### config.mk
export PLATFORM = sky130hd
export DESIGN_NAME = melody_sequencer
export DESIGN_NICKNAME = d
export VERILOG_FILES = /design/src/rtl/synth_pkg.sv /design/src/rtl/melody_sequencer_tempo_tick.sv /design/src/rtl/melody_sequencer.sv
export SDC_FILE = /design/constraint.sdc
export NUM_CORES = 1
export LEC_CHECK = 0
export ABC_AREA = 1
export CAP_MARGIN = 5
export CORE_ASPECT_RATIO = 2
export CORE_MARGIN = 2
export CORE_UTILIZATION = 60
export CTS_CLUSTER_SIZE = 12
export DETAILED_ROUTE_END_ITERATION = 6
export GPL_TIMING_DRIVEN = 0
export PLACE_DENSITY_LB_ADDON = 0.3
export SYNTH_ARGS = -nofsm -noshare
export SYNTH_HDL_FRONTEND = slang
export SYNTH_SLANG_ARGS = --single-unit
export TNS_END_PERCENT = 100
### constraint.sdc
create_clock -name clk -period 2.6 [get_ports clk]
set_clock_uncertainty 0.15 [all_clocks]
set_input_delay 0.52 -clock clk [delete_from_list [all_inputs] [get_ports clk]]
set_output_delay 0.52 -clock clk [all_outputs]
set_load 0.01 [all_outputs]
### src/rtl/synth_pkg.sv
// Shared types and constants for the melody sequencer slice.
// Optional feature macro used by the sequencer: SEQ_LOOP_EN.
package synth_pkg;

    typedef enum logic [1:0] {
        IDLE  = 2'd0,
        FETCH = 2'd1,
        PLAY  = 2'd2
    } seq_state_t;

    typedef struct packed {
        logic       rest;
        logic [5:0] note;
        logic [3:0] dur;
    } step_t;

    localparam logic [5:0] NOTE_A4 = 6'b000101;
    localparam logic [3:0] DUR_END = 4'd0;

endpackage

### src/rtl/melody_sequencer_tempo_tick.sv
// tempo_tick: DIV-cycle prescaler with synchronous clear.
// tick is high for exactly one cycle out of every DIV enabled cycles.
module tempo_tick #(
    parameter int DIV = 4
) (
    input  logic clk,
    input  logic rst_n,
    input  logic clear,
    input  logic enable,
    output logic tick
);

    localparam int CW = (DIV > 1) ? $clog2(DIV) : 1;
    localparam logic [CW-1:0] LAST = CW'(DIV - 1);

    logic [CW-1:0] count;

    // Count 0..DIV-1 while enabled; clear forces the count back to zero.
    always_ff @(posedge clk or negedge rst_n) begin
        if (!rst_n) begin
            count <= '0;
        end else if (clear) begin
            count <= '0;
        end else if (enable) begin
            count <= (count == LAST) ? '0 : count + 1'b1;
        end
    end

    assign tick = enable && (count == LAST);

endmodule

### src/rtl/melody_sequencer.sv
// melody_sequencer: plays a programmable pattern into the note-code path,
// or passes the manual switches through when idle.
// Build option: define SEQ_LOOP_EN to repeat the pattern until stop;
// without it the sequencer returns to IDLE at the end of the pattern.
module melody_sequencer
    import synth_pkg::*;
#(
    parameter int CLK_HZ  = 100_000_000,
    parameter int TICK_HZ = 16,
    parameter int STEPS   = 16,
    localparam int AW     = $clog2(STEPS)
) (
    input  logic          clk,
    input  logic          rst_n,
    input  logic          start,
    input  logic          stop,
    input  logic          wr_en,
    input  logic [AW-1:0] wr_addr,
    input  logic [10:0]   wr_data,
    input  logic [5:0]    manual_sw,
    output logic [5:0]    note_code,
    output logic          gate,
    output logic          busy,
    output logic [AW-1:0] step_idx
);

    localparam int DIV = CLK_HZ / TICK_HZ;

    if (DIV < 1) begin : g_div_check
        $error("melody_sequencer: CLK_HZ/TICK_HZ must be at least 1");
    end
    if (STEPS < 2 || (STEPS & (STEPS - 1)) != 0) begin : g_steps_check
        $error("melody_sequencer: STEPS must be a power of two >= 2");
    end

`ifndef SEQ_LOOP_EN
    localparam logic [AW-1:0] LAST_IDX = AW'(STEPS - 1);
`endif

    seq_state_t    state;
    seq_state_t    state_nx;
    logic [AW-1:0] idx;
    logic [AW-1:0] idx_nx;
    logic [3:0]    remaining;
    logic          load_play;
    logic          tick;
    step_t         word;
    logic [10:0]   mem [STEPS];

    assign word = mem[idx];

    tempo_tick #(
        .DIV (DIV)
    ) u_tempo_tick (
        .clk    (clk),
        .rst_n  (rst_n),
        .clear  (state != PLAY),
        .enable (state == PLAY),
        .tick   (tick)
    );

    // Next-state and step index selection; stop overrides everything.
    always_comb begin
        state_nx  = state;
        idx_nx    = idx;
        load_play = 1'b0;
        unique case (state)
            IDLE: begin
                if (start) begin
                    state_nx = FETCH;
                    idx_nx   = '0;
                end
            end
            FETCH: begin
                if (word.dur == DUR_END) begin
                    if (idx == '0) begin
                        state_nx = IDLE;
                    end else begin
`ifdef SEQ_LOOP_EN
                        state_nx = FETCH;
                        idx_nx   = '0;
`else
                        state_nx = IDLE;
`endif
                    end
                end else begin
                    state_nx  = PLAY;
                    load_play = 1'b1;
                end
            end
            PLAY: begin
                if (tick && remaining == 4'd1) begin
`ifdef SEQ_LOOP_EN
                    state_nx = FETCH;
                    idx_nx   = idx + 1'b1;
`else
                    if (idx == LAST_IDX) begin
                        state_nx = IDLE;
                    end else begin
                        state_nx = FETCH;
                        idx_nx   = idx + 1'b1;
                    end
`endif
                end
            end
            default: state_nx = IDLE;
        endcase
        if (stop) begin
            state_nx  = IDLE;
            load_play = 1'b0;
        end
    end

    // State register.
    always_ff @(posedge clk or negedge rst_n) begin
        if (!rst_n) begin
            state <= IDLE;
        end else begin
            state <= state_nx;
        end
    end

    // Step datapath and registered outputs: passthrough in IDLE, step load on PLAY entry.
    always_ff @(posedge clk or negedge rst_n) begin
        if (!rst_n) begin
            idx       <= '0;
            remaining <= 4'd0;
            note_code <= NOTE_A4;
            gate      <= 1'b0;
            busy      <= 1'b0;
            step_idx  <= '0;
        end else begin
            idx  <= idx_nx;
            busy <= (state_nx != IDLE);
            if (state == IDLE) begin
                note_code <= manual_sw;
                gate      <= 1'b1;
            end
            if (load_play) begin
                step_idx  <= idx;
                remaining <= word.dur;
                if (word.rest) begin
                    gate <= 1'b0;
                end else begin
                    note_code <= word.note;
                    gate      <= 1'b1;
                end
            end else if (state == PLAY && tick) begin
                remaining <= remaining - 4'd1;
            end
        end
    end

    // Pattern memory; a write lands at the clock edge, so a same-cycle fetch sees the old word.
    always_ff @(posedge clk or negedge rst_n) begin
        if (!rst_n) begin
            for (int i = 0; i < STEPS; i++) begin
                mem[i] <= '0;
            end
        end else if (wr_en) begin
            mem[wr_addr] <= wr_data;
        end
    end

endmodule

==> reports/metrics.cfg <==
[critical_path]
cp_max_fo=10
path_class=flop to flop
end_kind=flop
crit_start=idx[2]$_DFFE_PN0P_
startpoint_type=flop
arrival_ns=2.83
r2r_start=idx[2]$_DFFE_PN0P_
cp.required_ns=2.84

[clock_tree]
clkLatencyLatePin_ns=0.51
cts.sinks=221
cts_made_buffers=22
root_buffer=clkbuf_16
clockBufferDepth=3
cts_tree=done
htreeDepth=1
cts_setup_buffers=0
path_clk_slew_ns=0.06

[sta]
slew_headroom_pct=49.8
period_minus_slack_ns=2.59
grt_setup_unrepaired=no
setup_viol=0
whs_ns=0.306
fmax_ghz=0.386
final-max-slew-violation-count=0
fin_crit_sh_pct=99.6
finalHoldViolCount=0
tightest_slew_ns=0.753

[worst_hold_path]
holdCritPathClass=flop to flop
min_from=u_tempo_tick.count[0]$_DFF_PN0_

[cells_and_area]
drive_above_1_share_pct=6.43
n_antenna_cell=0
multi_input_area_sq_um=4170
nFillCells=1412
layout.nets=1371
seq_area_sq_um=5530
syn2layout_area_growth_pct=12.5

[placement]
routabilityCongestion=0.945
dp_hpwl_mm=21.1
port_buffers=37

[floorplan]
placementRows=68
chipWidth_um=97.2
pin_count=38
start_util_pct=60.7
core_area_sq_um=17200
die_y_um=190
die-area_sq_um=18500

[drt]
drt-total-wl_mm=30.0
vias=9362
drt_iter0_drc=916
first_pass_iters=7
ant_nets=0
wl_per_cell_um=19.2
routed_via_density=5.99
drc_errors=0

[pwr]
p_switching_mw=2.70
seq_power_share_pct=48.9
p_int_mw=6.34
p_leak_nw=5.53
power_mw=9.04
swShare_pct=29.8
p_per_area_nw_per_um2=770
clkPwrFrac_pct=32.4
ir_worst_vdd_uv=564
p_comb_share_pct=18.7

[synth]
syn_area_per_cell_sq_um=8.16
netlist_area_sq_um=10400
yosysTopAreaCell=dfrtp_1
synth_warnings=0
synthArstFlopShare_pct=100
synth_edf_count=0
synth_area_leaders=dfrtp_1, nand2_1, o21ai_0
ys.flop_type=dfrtp_1
synth.top_cell.area_share_pct=52.5
ys_ff_latch=221
synth.distinct_cells=41
syn_inst=1278
seq_area_frac_synth_pct=53.0
synth_most_common_cell=nand2_1
syn_nets=1308
ys_top_cells_by_count=nand2_1, o21ai_0, dfrtp_1, nand3_1, inv_1

[status]
status=finished, final reports clean

[grt]
grt_first_pass_wirelength_mm=47.2
antenna_found_initial=0
track_usage_pct=32.5
grt_pass1_vias=9254
grt_max_degree=127
grt_overflow=0

[job]
max_cap_violations=0

worst max-delay path, stage by stage, from the launching register on:
cell	delay (ns)
dfrtp_1	0.32
buf_2	0.24
buf_1	0.60
clkbuf_1	0.50
o221ai_1	0.27
nand3_1	0.14
nand2_1	0.07
nand3_1	0.09
nand2_1	0.06
area by class of cell:
class | count | share of cell area [%]
buffer | 83 | 3.43
clock buffer | 35 | 5.29
clock inverter | 1 | 0.0426
inverter | 89 | 2.85
multi-input combinational | 885 | 35.5
sequential | 221 | 47.1
tap | 210 | 2.24
timing repair buffer | 39 | 3.52
power groups by stage:
stage	logic, mW	registers [mW]	clock network [mW]
3_5_place_dp	1.66	4.46	0
5_1_grt	1.93	4.48	3.05
2_1_floorplan	1.14	4.38	0
3_3_place_gp	1.60	4.44	0
4_1_cts	1.68	4.40	2.92
6_report	1.69	4.42	2.93
cells in the final DEF, fill, tap and decap left out, drive strengths merged, types with 20 or more instances in the layout:
cell type / count
o21ai: 240
clkdlybuf4s50: 36
buf: 30
nand3: 102
inv: 89
dfrtp: 219
nor2: 88
o221ai: 20
clkbuf: 90
nand2: 375
registers in the layout, indices dropped and copies added, names as in the netlist:
register and count:
remaining 4, note_code 6, idx 4, mem 176
u_tempo_tick.count 23, state 2, gate 1, busy 1
step_idx 4
worst paths after layout:
| check | end | cells after the start | slack, ns |
|---|---|---|---|
| worst max-delay path | note_code[5]$_DFF_PN0_ | 8 | 0.01 |
| worst min-delay path | u_tempo_tick.count[0]$_DFF_PN0_ | 1 | 0.31 |
| worst max register to register | note_code[5]$_DFF_PN0_ | 8 | 0.01 |
| worst min register to register | u_tempo_tick.count[0]$_DFF_PN0_ | 1 | 0.31 |
| max in group asynchronous | mem[13]$_DFFE_PN0P_ | 3 | 0.71 |
| min in group asynchronous | step_idx[1]$_DFFE_PN0P_ | 2 | 0.46 |
logic make-up (layout without fill, tap and decap cells):
kind of cell | Yosys count | count (layout) | share of synthesized area, %
AOI/OAI and AO/OA | 279 | 279 | 14.3
xor gates and xnor gates | 8 | 8 | 0.672
adders and majority gates | 4 | 4 | 0.480
buffers and inverters | 172 | 247 | 7.02
DFF | 221 | 221 | 53.0
muxes | 6 | 6 | 0.648
and+or+nand+nor | 588 | 588 | 23.8
routing by layer:
layer  share of wire, %  track usage, %
met5                  0               0
met4                7.6            22.3
met1                 35            36.4
met3                6.3            3.59
met2                 51            57.5
what timing repair did:
item | CTS | global route
gates resized for setup | 0 | 2
setup endpoints to repair | 0 | 2
hold buffers | 1 | 0
endpoints found under the hold margin | 94 | 0
metrics by stage:
| stage | TNS (ns) | instance area [sq um] | std cells | setup WS [ns] | util (%) |
|---|---|---|---|---|---|
| floorplan | 0 | 10400 | 1278 | 0.765 | - |
| finish | 0 | 11700 | 1563 | 0.0115 | 68.3 |
| detailed placement | -0.0157 | 11100 | 1526 | -0.00836 | 64.6 |
| global route | 0 | 11700 | 1563 | 0.00775 | 68.3 |
| global placement | -1801.13 | 11100 | 1525 | -8.20 | 64.4 |
| CTS | 0 | 11700 | 1563 | 0.110 | 68.3 |
No activity file was read; power rests on OpenSTA's default activity.
